<file path="src/rtl/muldiv_sequencer.sv">
// Iterative signed multiply/divide engine for the multicycle CPU: a WIDTH-step
// shift-add multiply or restoring divide on magnitudes, with signs applied at the end.
module muldiv_sequencer #(
    parameter int WIDTH = 32,
    parameter int CNT_W = 6
) (
    input  logic             clock,
    input  logic             reset,
    input  logic             start,
    input  logic             op,
    input  logic [WIDTH-1:0] a_in,
    input  logic [WIDTH-1:0] b_in,
    output logic             busy,
    output logic             done,
    output logic             div_zero,
    output logic             write_hi,
    output logic             write_lo,
    output logic [WIDTH-1:0] hi_out,
    output logic [WIDTH-1:0] lo_out
);

    typedef enum logic [2:0] {IDLE, RUN, FIX, DONE, DZERO} state_t;

    state_t             state, state_nx;
    logic [CNT_W-1:0]   cnt;
    logic [WIDTH-1:0]   acc_hi, acc_lo, mag_b;
    logic               op_q, neg_q, sign_a_q;

    logic               b_zero;
    logic [WIDTH:0]     mul_sum;
    logic [WIDTH:0]     rem_sh;
    logic [WIDTH-1:0]   rem_sub;
    logic               rem_ge;
    logic [2*WIDTH-1:0] prod, prod_neg;

    assign b_zero   = (b_in == '0);

    // Multiply: acc_hi collects partial sums while the multiplier shifts out of acc_lo.
    assign mul_sum  = {1'b0, acc_hi} + (acc_lo[0] ? {1'b0, mag_b} : '0);

    // Divide: acc_hi is the remainder, acc_lo the dividend turning into the quotient.
    // The shifted remainder needs one extra bit before the compare.
    assign rem_sh   = {acc_hi, acc_lo[WIDTH-1]};
    assign rem_ge   = (rem_sh >= {1'b0, mag_b});
    assign rem_sub  = rem_sh[WIDTH-1:0] - mag_b;

    assign prod     = {acc_hi, acc_lo};
    assign prod_neg = -prod;

    // NOTE: sequential state uses non-blocking assignments so every register samples
    // pre-edge values regardless of process ordering.
    always_ff @(posedge clock) begin
        if (reset) state <= IDLE;
        else       state <= state_nx;
    end

    // NOTE: every output gets a default before the case so no path infers a latch.
    always_comb begin
        state_nx = state;
        busy     = 1'b0;
        done     = 1'b0;
        div_zero = 1'b0;
        write_hi = 1'b0;
        write_lo = 1'b0;
        case (state)
            IDLE:  if (start) state_nx = (op && b_zero) ? DZERO : RUN;
            RUN: begin
                busy = 1'b1;
                if (cnt == '0) state_nx = FIX;
            end
            FIX: begin
                busy     = 1'b1;
                state_nx = DONE;
            end
            DONE: begin
                busy     = 1'b1;
                done     = 1'b1;
                write_hi = 1'b1;
                write_lo = 1'b1;
                state_nx = IDLE;
            end
            DZERO: begin
                busy     = 1'b1;
                done     = 1'b1;
                div_zero = 1'b1;
                state_nx = IDLE;
            end
            default: state_nx = IDLE;
        endcase
    end

    always_ff @(posedge clock) begin
        if (reset) begin
            cnt      <= '0;
            acc_hi   <= '0;
            acc_lo   <= '0;
            mag_b    <= '0;
            op_q     <= 1'b0;
            neg_q    <= 1'b0;
            sign_a_q <= 1'b0;
            hi_out   <= '0;
            lo_out   <= '0;
        end else begin
            case (state)
                IDLE: if (start) begin
                    op_q     <= op;
                    sign_a_q <= a_in[WIDTH-1];
                    neg_q    <= a_in[WIDTH-1] ^ b_in[WIDTH-1];
                    acc_hi   <= '0;
                    acc_lo   <= a_in[WIDTH-1] ? -a_in : a_in;
                    mag_b    <= b_in[WIDTH-1] ? -b_in : b_in;
                    cnt      <= CNT_W'(WIDTH - 1);
                end
                RUN: begin
                    if (cnt != '0) cnt <= cnt - CNT_W'(1);
                    if (op_q) begin
                        acc_hi <= rem_ge ? rem_sub : rem_sh[WIDTH-1:0];
                        acc_lo <= {acc_lo[WIDTH-2:0], rem_ge};
                    end else begin
                        acc_hi <= mul_sum[WIDTH:1];
                        acc_lo <= {mul_sum[0], acc_lo[WIDTH-1:1]};
                    end
                end
                FIX: begin
                    // Quotient truncates toward zero; remainder follows the dividend's sign.
                    if (op_q) begin
                        lo_out <= neg_q    ? -acc_lo : acc_lo;
                        hi_out <= sign_a_q ? -acc_hi : acc_hi;
                    end else begin
                        {hi_out, lo_out} <= neg_q ? prod_neg : prod;
                    end
                end
                default: ;
            endcase
        end
    end

endmodule
</file>
<file path="config.mk">
export PLATFORM = sky130hd
export DESIGN_NAME = muldiv_sequencer
export DESIGN_NICKNAME = d
export VERILOG_FILES = /design/src/rtl/muldiv_sequencer.sv
export SDC_FILE = /design/constraint.sdc
export NUM_CORES = 1
export LEC_CHECK = 0
export ABC_CLOCK_PERIOD_IN_PS = 5300
export CAP_MARGIN = 20
export CORE_MARGIN = 3
export CORE_UTILIZATION = 45
export DETAILED_ROUTE_END_ITERATION = 16
export GPL_TIMING_DRIVEN = 0
export PLACE_DENSITY = 0.66
export SLEW_MARGIN = 20
export SYNTH_ARGS = -nofsm -noshare
export SYNTH_HDL_FRONTEND = slang
export SYNTH_SLANG_ARGS = --single-unit
</file>
<file path="constraint.sdc">
create_clock -name clock -period 5.3 [get_ports clock]
set_input_delay 1.06 -clock clock [delete_from_list [all_inputs] [get_ports clock]]
set_output_delay 1.06 -clock clock [all_outputs]
set_load 0.03 [all_outputs]
</file>
==> results of run 1 <==
-- registers in the layout, summed over array words and instances (netlist names) --
register	count
lo_out	32
sign_a_q	1
hi_out	32
neg_q	1
acc_lo	32
state	3
cnt	6
op_q	1
acc_hi	32
mag_b	32
-- cell usage after synthesis, types with 14 or more instances --
cell / instances / share of area (%)
sky130_fd_sc_hd__mux2i_1: 33 / 2.5
sky130_fd_sc_hd__a31oi_1: 16 / 0.75
sky130_fd_sc_hd__xor2_1: 107 / 7.0
sky130_fd_sc_hd__or4_1: 16 / 0.90
sky130_fd_sc_hd__clkbuf_1: 103 / 2.9
sky130_fd_sc_hd__a21o_1: 25 / 1.4
sky130_fd_sc_hd__o21ai_0: 104 / 3.9
sky130_fd_sc_hd__or3_1: 30 / 1.4
sky130_fd_sc_hd__and3_1: 15 / 0.70
sky130_fd_sc_hd__a21oi_1: 151 / 5.7
sky130_fd_sc_hd__nand2b_1: 14 / 0.66
sky130_fd_sc_hd__o31ai_1: 32 / 1.8
sky130_fd_sc_hd__a211oi_1: 124 / 7.0
sky130_fd_sc_hd__nor2_1: 194 / 5.5
sky130_fd_sc_hd__ha_1: 70 / 6.6
sky130_fd_sc_hd__nand3_1: 46 / 1.7
sky130_fd_sc_hd__xnor2_1: 54 / 3.6
sky130_fd_sc_hd__inv_1: 57 / 1.6
sky130_fd_sc_hd__nor4_1: 14 / 0.66
sky130_fd_sc_hd__nor2b_1: 25 / 1.2
sky130_fd_sc_hd__dfxtp_1: 172 / 26
sky130_fd_sc_hd__nor3_1: 33 / 1.2
sky130_fd_sc_hd__nand2_1: 181 / 5.1
-- cell type report --
type | instances | area (sq um) | share of cell area, %
clock inverters | 15 | 190 | 1.20
plain buffers | 110 | 420 | 2.66
inverters | 57 | 214 | 1.35
flip-flops and latches | 172 | 3440 | 21.8
repair buffers | 136 | 1360 | 8.62
multi-input cells | 1442 | 9260 | 58.6
clock buffers | 17 | 425 | 2.69
well taps | 384 | 480 | 3.04
-- how the worst max path moves through the flow --
| stage | start | to | slack, ns | depth (start not counted) |
|---|---|---|---|---|
| 3_3_place_gp | b_in[9] | mag_b[27] | 0.62 | 10 |
| 5_1_grt | acc_hi[3] | acc_hi[24] | 0.43 | 11 |
| 4_1_cts | acc_lo[0] | acc_hi[30] | 0.76 | 14 |
| 6_report | acc_lo[0] | acc_hi[30] | 0.58 | 14 |
| 2_1_floorplan | b_in[9] | mag_b[30] | 1.37 | 9 |
| 3_5_place_dp | b_in[9] | mag_b[29] | 0.57 | 10 |
-- power by group through the flow --
stage / Combinational (mW) / Sequential (mW) / Clock [mW]
finish: 2.19 / 1.64 / 1.34
global route: 2.40 / 1.65 / 1.39
CTS: 2.15 / 1.63 / 1.35
detailed placement: 2.14 / 1.66 / 0
global placement: 2.12 / 1.65 / 0
floorplan: 1.41 / 1.70 / 0
-- worst max-delay path, cell delays in order, from the launching register on --
cell	delay, ns
sky130_fd_sc_hd__dfxtp_1	0.30
sky130_fd_sc_hd__clkbuf_1	0.31
sky130_fd_sc_hd__inv_1	0.33
sky130_fd_sc_hd__clkbuf_1	0.45
sky130_fd_sc_hd__nor2_1	0.11
sky130_fd_sc_hd__ha_1	0.37
sky130_fd_sc_hd__o21ai_0	0.10
sky130_fd_sc_hd__nor2_1	0.22
sky130_fd_sc_hd__o31ai_1	0.17
sky130_fd_sc_hd__o31ai_1	0.88
sky130_fd_sc_hd__a31oi_1	0.32
sky130_fd_sc_hd__a22oi_1	0.39
sky130_fd_sc_hd__a31oi_1	0.22
sky130_fd_sc_hd__mux2i_1	0.16
sky130_fd_sc_hd__a311o_1	0.28
-- cell families (layout without fill, tap and decap cells) --
kind of cell               count (synthesis)  in the layout
AOI/OAI and AO/OA                        554            554
and+or+nand+nor                          621            621
buffers and inverters                    167            335
muxes                                     34             34
xor gates and xnor gates                 161            161
DFF                                      172            172
adders and majority gates                 72             72
-- per-layer routing --
layer | global-route usage [%] | vias up
met5 | 0 | -
met4 | 7.62 | 0
met3 | 5.85 | 64
met2 | 43.9 | 625
met1 | 40.2 | 6455
li1 | - | 6802
-- metrics by stage --
step | cells | setup slack (ns) | hold slack (ns) | power [mW] | cell area, sq um
2_1_floorplan | 1781 | 1.37 | 0.448 | 3.11 | 13300
3_3_place_gp | 2301 | 0.618 | 0.438 | 3.77 | 15200
3_5_place_dp | 2301 | 0.566 | 0.443 | 3.79 | 15200
4_1_cts | 2333 | 0.759 | 0.454 | 5.12 | 15800
5_1_grt | 2333 | 0.432 | 0.466 | 5.44 | 15800
6_report | 2333 | 0.580 | 0.450 | 5.16 | 15800
==> summary.md, run 1 <==
The flow ran to the end, and the final reports show no timing, DRC or antenna violations. The run gives 28.4% as the global router's overall resource usage. The tightest min-delay check is of the flop to flop type. The clock net in this run drives a total of 172 sinks.

Summing the areas of all xor and xnor instances in the mapped netlist gives 10.6% of the synthesized area. Internal power comes to 2.95 mW. IR analysis of the VDD net gives a maximum drop of 0.000208 V.

The part of the total power dissipated in sequential elements is 31.7%. The number of buffers inserted by port buffering is 136, and the net switching power is 2.21 mW. The congestion estimate from routability-driven global placement came to 0.942.

In this run the tightest slew margin relative to its limit is 24.6%. The post-detailed-route count of antenna-violating nets was 0. After Yosys synthesis, and, or, nand and nor cells account for 22.3% of the synthesized area.

The top cell types in the final layout, fill and taps aside, are 194 x sky130_fd_sc_hd__nor2_1, 181 x sky130_fd_sc_hd__nand2_1, 172 x sky130_fd_sc_hd__dfxtp_1. The wire length per cell after detailed routing is 19.6 um. Summing the areas of all fa, ha and maj instances in the mapped netlist gives 6.88% of the synthesized area.

Based on the critical path, the design can be clocked at up to 0.212 GHz. The via count of the first global-routing pass is 12,948. Across all register-to-register paths, the minimum setup slack is 0.58 ns. In this run, the clock network consumes 25.9% of the power. The pre-antenna-repair detailed-routing pass consisted of 5 iterations.

The mux cell area share after synthesis is 2.56%. The first global-routing pass estimated 71.2 mm of wire. In the final layout, the share of cells above drive strength 1 is 2.82%. Kind of end point of the critical path: a flop. In this run, CTS created clock tree buffers numbering 17. The kind of critical path is flop to flop. The count of pins over their slew limit is 0. The startpoint identified for the worst register-to-register timing path is acc_lo[0]. After clock tree synthesis, the setup repair step added 0 buffers.

The summed negative setup slack over all endpoints came out at 0 ns. In this run, the combinational gates consume 42.4% of the power. For this configuration, the core starts out at a cell density of 46.0%. In this run, the number of DRC markers left after iteration 0 of detailed routing was 1,349. The clock reaches the later pin of the worst-skew pair after 0.45 ns. Once layout is complete, the utilization of the core stands at 54.6%.

The run gives 0 as the reported max-cap violation count. In this run the deepest clock path goes through 2 buffers. The initial antenna violation count is 0. The number of hold violations in the final report was 0; the compound-cell area share of the yosys netlist was 27.1%. The sum of overflow across all layers after global routing was 0; the width of the die was 178 um. The tools report the total of hold buffers inserted after clock tree synthesis as 0. The slew at the pin closest to its max-slew limit works out to 1.13 ns. For the leakage power of the design, the log shows 5.92 nW. The number of warning messages in the yosys log was 0. Setup repair after global routing left no endpoint under its margin. Of all nets on the critical path, the largest fanout is 10.

The uppermost layer routed is met4. TritonCTS built the clock tree. Along the worst hold path, the cell count comes to 2.

Compared with the post-synthesis result, the final layout area differs by 18.5%. The tools report the total number of H-tree levels as 4. The data required time at the worst endpoint was 5.63 ns. The switching power share of the total works out to 42.9%. Entering global routing, the biggest net connects 20 pins.

The netlist uses 70 different library cells. For this block, the routed nets add up to 45.7 mm of wire. In this run the most critical hold path is launched from hi_out[10]. For the final database, setup skew stands at 0.0130 ns. The detailed-route DRC error count came out at 0. In this run the critical register-to-register path is captured at acc_hi[30]. For this block, wires on met1 add up to 21.0 mm. Across all layers, the routed design uses 13,946 vias. The number of nets handed over by synthesis was 1,921. The library cell used most frequently in the layout, excluding fill and tap cells, is sky130_fd_sc_hd__nor2_1.

Number of enable flip-flop cells after synthesis: 0. The tools report the master cell of the clock root buffer as sky130_fd_sc_hd__clkbuf_16. The power density relative to cell area was 327 mW/mm^2; the part of the Yosys area used for sequential elements was 25.9%. In the detailed route, the total length drawn on met3 is 4.24 mm. The period utilization came out at 89.1%. The floorplan step set the die height to 178 um. The number of filler instances in the final layout is 2,853, and the floorplan row count is 62. The fraction of registers with async set/reset came out at 0%.

0 antenna diodes ended up in the layout. The average vias per placed instance is 5.98. For the post-synthesis instance total, the log shows 1,781. The tools report the cell area after synthesis as 0.0133 sq mm. The tools report the sum of met2 wire segment lengths after detailed routing as 19.5 mm.

By area, the combinational part of the netlist is dominated by compound AO/OA/AOI/OAI gates. Detailed placement ended at an HPWL of 35.8 mm. The total area inside the core boundary comes to 0.0289 sq mm. In the synthesized netlist the dominant register cell turns out to be sky130_fd_sc_hd__dfxtp_1. The number of cells on the worst reg-to-reg path is 14. Setup violations remaining at the end of the flow were counted as 0.

The tools report the post-cts gate resize count as 0. The clock edge transition at the registers on the reported setup and hold paths was 0.08 ns. The count of state elements after synthesis is 172. The tools report the destination of the worst hold path as hi_out[10]. STA classifies the critical path startpoint as a flop. The logs give 2,076 for the post-layout net count and 0.0317 sq mm for the die outline area. STA puts the critical path data arrival time at 5.05 ns. The mean instance size in the synthesized netlist is 7.48 sq um. The time the final worst path needs with I/O delays and setup was 4.72 ns; the I/O pin count was 137.
Note: power is estimated with default switching activity, not from simulation.
==> run 2, diff against run 1 <==
PLACE_DENSITY = 0.62   (was 0.66)
SKIP_CTS_REPAIR_TIMING = 1   (was default)
==> run 2 against run 1 <==
Total power is 0.40% lower. Critical path type unchanged. Worst hold slack worse by 0.0011 ns. Critical path depth did not move. First-iteration DRC count decreased by 6.0%. Maximum frequency is 0.32% lower. Non-clock buffer count grew 1. Sequential share of layout area about the same. Count of clock-buffer cells in the layout did not move. Combinational power is essentially flat.
==> summary.md, run 2 (synthesized netlist as in run 1, its figures left out) <==
The run gives 0.0317 sq mm (unchanged) as the die outline area. Period utilization: 89.3% (was 89.1%). The tools report the end point of the critical path as acc_hi[30] (unchanged). The run gives 1,268 (was 1,349) as the DRC marker count from the first detailed-route iteration. The tools report the achievable clock frequency as 0.211 GHz (was 0.212 GHz). TritonCTS built the clock tree.

The post-layout net count is 2,077 (was 2,076). The growth of design area from synthesis to finish was 18.4% (was 18.5%). The via count of the first global-routing pass was 12,893 (was 12,948). I/O pin count: 137 (unchanged).

The first-pass GRT wire length came out at 73.0 mm (was 71.2 mm). Number of hold violations in the final report: 0 (unchanged). The top fanout value on the critical path was 10 (unchanged). The count of inserted antenna diode cells came out at 0 (unchanged). The tools report the kind of end point of the critical path as a flop (unchanged). The maximum number of pins on one net before global-route repair was 20 (unchanged); the worst hold path stage count was 2 (unchanged).

The final wirelength is 47.0 mm (was 45.7 mm), and the reg2reg setup slack is 0.57 ns (was 0.58 ns). The run gives 17 (unchanged) as the clock buffer count from CTS. The run gives 27.9% (was 24.6%) as the worst slew slack as a fraction of its limit. The most common cell after layout, fill and taps aside was sky130_fd_sc_hd__nor2_1 (unchanged). The worst clock skew on the final layout is 0.0150 ns (was 0.0130 ns), and the time the final worst path needs with I/O delays and setup is 4.73 ns (was 4.72 ns).

The number of vias in the routed layout was 13,916 (was 13,946). Total core area: 0.0289 sq mm (unchanged). The tools report the largest voltage drop on the vdd net as 0.000191 V (was 0.000208 V). The master cell of the clock root buffer was sky130_fd_sc_hd__clkbuf_16 (unchanged).

For the final core utilization, the log shows 54.5% (was 54.6%). For the total number of H-tree levels, the log shows 4 (unchanged). The number of filler instances in the final layout is 2,849 (was 2,853).

The number of buffers inserted by port buffering is 136 (unchanged). The critical register-to-register path startpoint is acc_lo[0] (unchanged). For the floorplan row count, the log shows 62 (unchanged). The slew at the pin closest to its max-slew limit was 1.08 ns (was 1.13 ns). The multi-input gate area in the final layout was 0.00926 sq mm (unchanged).

The die boundary height was 178 um (unchanged). The latest clock arrival within the worst-skew pair is 0.45 ns (about the same). The detailed-routing iteration count for the pre-antenna-repair pass is 6 (was 5), and the leakage power of the design is 5.91 nW (was 5.92 nW).

The arrival time of the worst setup path is 5.07 ns (was 5.05 ns). The path type of the worst min-delay path was flop to flop (unchanged). The tools report the startpoint kind of the worst setup timing path as a flop (unchanged). The final estimated routing congestion in global placement came out at 0.929 (was 0.942).

Most frequent cells in the layout: 194 x sky130_fd_sc_hd__nor2_1, 181 x sky130_fd_sc_hd__nand2_1, 172 x sky130_fd_sc_hd__dfxtp_1 (unchanged). The data required time at the worst endpoint was 5.64 ns (was 5.63 ns). Ratio of cells with drive above 1 in the final layout: 2.87% (was 2.82%).

The clock tree buffer depth was 2 (unchanged). The clock sink count was 172 (unchanged); the width of the die was 178 um (unchanged). The tools report the reported max-cap violation count as 0 (unchanged). Worst reg-to-reg path cell count: 14 (unchanged). The run gives 0 (unchanged) as the sum of overflow across all layers after global routing. The tools report the final HPWL from detailed placement as 37.0 mm (was 35.8 mm). The clock edge transition at the registers on the reported setup and hold paths came out at 0.08 ns (about the same). The kind of critical path was flop to flop (unchanged). The post-detailed-route count of antenna-violating nets came out at 0 (unchanged). The run gives 0.00344 sq mm (unchanged) as the area occupied by registers.

Setup repair after global routing left no endpoint under its margin. The run gives 0 (unchanged) as the final setup violation count. The power density relative to cell area is 326 mW/mm^2 (was 327 mW/mm^2), and the count of pins over their slew limit is 0 (unchanged).

The summed negative setup slack over all endpoints is 0 ns (unchanged), and the detailed-route DRC error count is 0 (unchanged). Reg-to-reg critical path endpoint: acc_hi[30] (unchanged). The wire length per cell after detailed routing is 20.1 um (was 19.6 um). For the initial antenna violation count, the log shows 0 (unchanged). The tools report the initial standard-cell utilization of the core as 46.0% (unchanged). First element of the critical path: acc_lo[0] (unchanged). The average vias per placed instance was 5.96 (was 5.98); the global router's overall resource usage was 29.3% (was 28.4%). The run finished with clean final reports.
## run 2: layer usage
layer / track usage, % / up-vias / share of wire (%)
li1: - / 6803 / -
met1: 42.2 / 6488 / 47
met2: 45.7 / 575 / 43
met3: 5.26 / 50 / 8.4
met4: 6.25 / 0 / 1.5
met5: 0 / - / 0
## run 2: cell type report
| class | count | area share, % |
|---|---|---|
| Sequential cell | 172 | 21.8 |
| Buffer | 110 | 2.67 |
| Tap cell | 384 | 3.05 |
| Timing Repair Buffer | 137 | 8.66 |
| Clock inverter | 15 | 1.06 |
| Multi-Input combinational cell | 1442 | 58.7 |
| Inverter | 57 | 1.36 |
| Clock buffer | 17 | 2.70 |
## run 2: metrics by stage
stage	std cells	hold slack, ns	power, mW	worst slack, ns	instance area [sq um]
final	2334	0.449	5.14	0.565	15800
after global routing	2334	0.464	5.44	0.466	15800
after CTS	2334	0.453	5.11	0.746	15800
after detailed placement	2302	0.443	3.82	0.533	15200
after global placement	2301	0.439	3.80	0.578	15200
after floorplan	1781	0.448	3.11	1.37	13300
## run 2: how the worst min path moves through the flow
stage / from / endpoint / slack [ns]
final: hi_out[21] / hi_out[21] / 0.45
after global routing: hi_out[5] / hi_out[5] / 0.46
after CTS: hi_out[21] / hi_out[21] / 0.45
after detailed placement: hi_out[21] / hi_out[21] / 0.44
after global placement: hi_out[2] / hi_out[2] / 0.44
after floorplan: mag_b[0] / mag_b[0] / 0.45
## run 2: power by group
| part | switching [mW] | total [mW] | internal (mW) |
|---|---|---|---|
| Combinational | 1.38 | 2.20 | 0.813 |
| Sequential | 0.187 | 1.64 | 1.45 |
| Clock | 0.663 | 1.30 | 0.639 |
## run 2: critical path: stages (launching register included)
cell and delay (ns):
sky130_fd_sc_hd__dfxtp_1 0.31, sky130_fd_sc_hd__clkbuf_1 0.30, sky130_fd_sc_hd__inv_1 0.32, sky130_fd_sc_hd__clkbuf_1 0.44, sky130_fd_sc_hd__nor2_1 0.11, sky130_fd_sc_hd__ha_1 0.38
sky130_fd_sc_hd__o21ai_0 0.11, sky130_fd_sc_hd__nor2_1 0.21, sky130_fd_sc_hd__o31ai_1 0.16, sky130_fd_sc_hd__o31ai_1 0.86, sky130_fd_sc_hd__a31oi_1 0.34, sky130_fd_sc_hd__a22oi_1 0.41
sky130_fd_sc_hd__a31oi_1 0.23, sky130_fd_sc_hd__mux2i_1 0.16, sky130_fd_sc_hd__a311o_1 0.27
==> run 3, diff against run 2 <==
GPL_TIMING_DRIVEN = default   (was 0)
==> run 3 against run 2 <==
Final area decreased by 1.6%. Clock power barely moved. Flip-flop and latch count unchanged. Via count is 4.8% lower. Critical endpoint is now mag_b[30]. Largest power group unchanged.
==> summary.md, run 3 (synthesized netlist as in run 1, its figures left out) <==
The floorplan row count is 62 (unchanged), and the latest clock arrival within the worst-skew pair is 0.45 ns (about the same). The worst slew slack as a fraction of its limit was 26.1% (was 27.9%). The worst clock skew on the final layout came out at 0.0209 ns (was 0.0150 ns).

The critical register-to-register path startpoint was acc_hi[13] (was acc_lo[0]). The die boundary height is 178 um (unchanged), and the number of hold violations in the final report is 0 (unchanged). The largest voltage drop on the vdd net is 0.000213 V (was 0.000191 V). The number of buffers inserted by port buffering works out to 136 (unchanged). The growth of design area from synthesis to finish works out to 16.5% (was 18.4%). The tools report the initial standard-cell utilization of the core as 46.0% (unchanged). The number of placed instances, taps included is 2,209 (was 2,302). The average vias per placed instance is 5.91 (was 5.96), and the total number of H-tree levels is 4 (unchanged).

The final estimated routing congestion in global placement was 0.949 (was 0.929). The post-route non-filler standard cell count was 2,241 (was 2,334). The logs give 1,319 (was 1,268) for the DRC marker count from the first detailed-route iteration and 2,816 (was 2,849) for the number of filler instances in the final layout.

The slew at the pin closest to its max-slew limit is 1.11 ns (was 1.08 ns), and the overall power of the completed layout is 5.06 mW (was 5.14 mW). The wire length per cell after detailed routing works out to 18.1 um (was 20.1 um). The top fanout value on the critical path came out at 5 (was 10). The run gives 5.65 ns (was 5.64 ns) as the data required time at the worst endpoint. The kind of end point of the critical path was a flop (unchanged). Global router's overall resource usage: 25.4% (was 29.3%). The logs give 0.240 GHz (was 0.211 GHz) for the achievable clock frequency and 17 (unchanged) for the clock buffer count from CTS. The detailed-routing iteration count for the pre-antenna-repair pass was 5 (was 6); the count of pins over their slew limit was 0 (unchanged). The die outline area came out at 0.0317 sq mm (unchanged). The flow ran to the end, and the final reports show no timing, DRC or antenna violations.

The startpoint kind of the worst setup timing path is a primary input (was a flop). Width of the die: 178 um (unchanged). The arrival time of the worst setup path was 4.51 ns (was 5.07 ns). The period utilization is 78.6% (was 89.3%), and the final worst hold slack is 0.453 ns (was 0.449 ns).

For the maximum number of pins on one net before global-route repair, the log shows 94 (was 20). The first-pass GRT wire length was 64.5 mm (was 73.0 mm); the final wirelength was 40.6 mm (was 47.0 mm). The tools report the reg2reg setup slack as 1.25 ns (was 0.57 ns).

The tools report the master cell of the clock root buffer as sky130_fd_sc_hd__clkbuf_16 (unchanged). The sum of overflow across all layers after global routing is 0 (unchanged), and the leakage power of the design is 5.87 nW (was 5.91 nW). The I/O pin count is 137 (unchanged), and the number of vias in the routed layout is 13,249 (was 13,916). Setup repair after global routing left no endpoint under its margin.

The most common cell after layout, fill and taps aside is sky130_fd_sc_hd__nor2_1 (unchanged). Post-detailed-route count of antenna-violating nets: 0 (unchanged). Final HPWL from detailed placement: 30.9 mm (was 37.0 mm). For the post-layout net count, the log shows 1,984 (was 2,077).

The detailed-route DRC error count was 0 (unchanged). The clock edge transition at the registers on the reported setup and hold paths was 0.07 ns (was 0.08 ns); the final setup violation count was 0 (unchanged). Kind of critical path: primary input to flop (was flop to flop). The final core utilization came out at 53.6% (was 54.5%). The ratio of cells with drive above 1 in the final layout is 4.31% (was 2.87%). Time the final worst path needs with I/O delays and setup: 4.16 ns (was 4.73 ns). TritonCTS built the clock tree. The tools report the worst hold path startpoint as hi_out[4] (was hi_out[21]). The power density relative to cell area was 326 mW/mm^2 (about the same); the initial antenna violation count was 0 (unchanged).

The total core area came out at 0.0289 sq mm (unchanged). The reported max-cap violation count came out at 0 (unchanged). The clock tree buffer depth came out at 2 (unchanged). For the summed negative setup slack over all endpoints, the log shows 0 ns (unchanged).

The via count of the first global-routing pass was 11,634 (was 12,893). The first element of the critical path was b_in[9] (was acc_lo[0]). Most frequent cells in the layout: 192 x sky130_fd_sc_hd__nor2_1, 181 x sky130_fd_sc_hd__nand2_1, 171 x sky130_fd_sc_hd__dfxtp_1 (was 194 x sky130_fd_sc_hd__nor2_1, 181 x sky130_fd_sc_hd__nand2_1, 172 x sky130_fd_sc_hd__dfxtp_1). The count of inserted antenna diode cells was 0 (unchanged); the clock sink count was 172 (unchanged).

Path type of the worst min-delay path: flop to flop (unchanged).
==> run 3: cell types whose count changed in the layout (fill, tap and decap cells not counted), moves of 3 or more <==
cell	previous run	this run
sky130_fd_sc_hd__buf_1	5	0
sky130_fd_sc_hd__buf_4	2	19
sky130_fd_sc_hd__clkbuf_1	103	0
sky130_fd_sc_hd__clkdlybuf4s50_1	136	133
sky130_fd_sc_hd__inv_6	4	0
==> run 3: final cells by class <==
| type | count | area (sq um) | area share, % |
|---|---|---|---|
| Multi-Input combinational cell | 1442 | 9270 | 59.8 |
| Timing Repair Buffer | 154 | 1480 | 9.57 |
| Inverter | 57 | 214 | 1.38 |
| Clock buffer | 17 | 425 | 2.74 |
| Sequential cell | 172 | 3450 | 22.2 |
| Tap cell | 384 | 480 | 3.10 |
| Clock inverter | 15 | 188 | 1.21 |
==> run 3: per-layer routing <==
| layer | vias to the layer above | wire length, um | track usage (%) |
|---|---|---|---|
| li1 | 6636 | - | - |
| met1 | 6101 | 20700 | 41.2 |
| met2 | 491 | 16500 | 35.9 |
| met3 | 21 | 3190 | 3.21 |
| met4 | 0 | 232 | 3.60 |
| met5 | - | 0 | 0 |
==> run 3: metrics by stage <==
stage / setup WS, ns / area [sq um]
3_5_place_dp: 0.660 / 14900
5_1_grt: 0.891 / 15500
3_3_place_gp: 0.718 / 14900
2_1_floorplan: 1.37 / 13300
6_report: 1.14 / 15500
4_1_cts: 1.13 / 15500
==> run 3: power breakdown <==
group / internal (mW) / switching [mW] / total (mW)
clock network: 0.645 / 0.667 / 1.31
registers: 1.45 / 0.215 / 1.67
logic: 0.803 / 1.28 / 2.08
total: 2.90 / 2.16 / 5.06
==> run 3: final timing paths <==
| path | to | cells past startpoint |
|---|---|---|
| setup / recovery | mag_b[30] | 10 |
| hold / removal | hi_out[4] | 2 |
| hold reg to reg | hi_out[4] | 2 |
| setup reg to reg | acc_hi[31] | 12 |
==> run 3: worst max-delay path, cell delays in order <==
cell and delay [ns]:
sky130_fd_sc_hd__clkdlybuf4s50_1 0.48, sky130_fd_sc_hd__or4_4 0.59, sky130_fd_sc_hd__nor4b_4 0.23, sky130_fd_sc_hd__nand3_1 0.13, sky130_fd_sc_hd__or4_1 0.46, sky130_fd_sc_hd__or4_1 0.43, sky130_fd_sc_hd__or4_4 0.47, sky130_fd_sc_hd__o41ai_2 0.32
sky130_fd_sc_hd__xor2_1 0.11, sky130_fd_sc_hd__a211oi_1 0.23
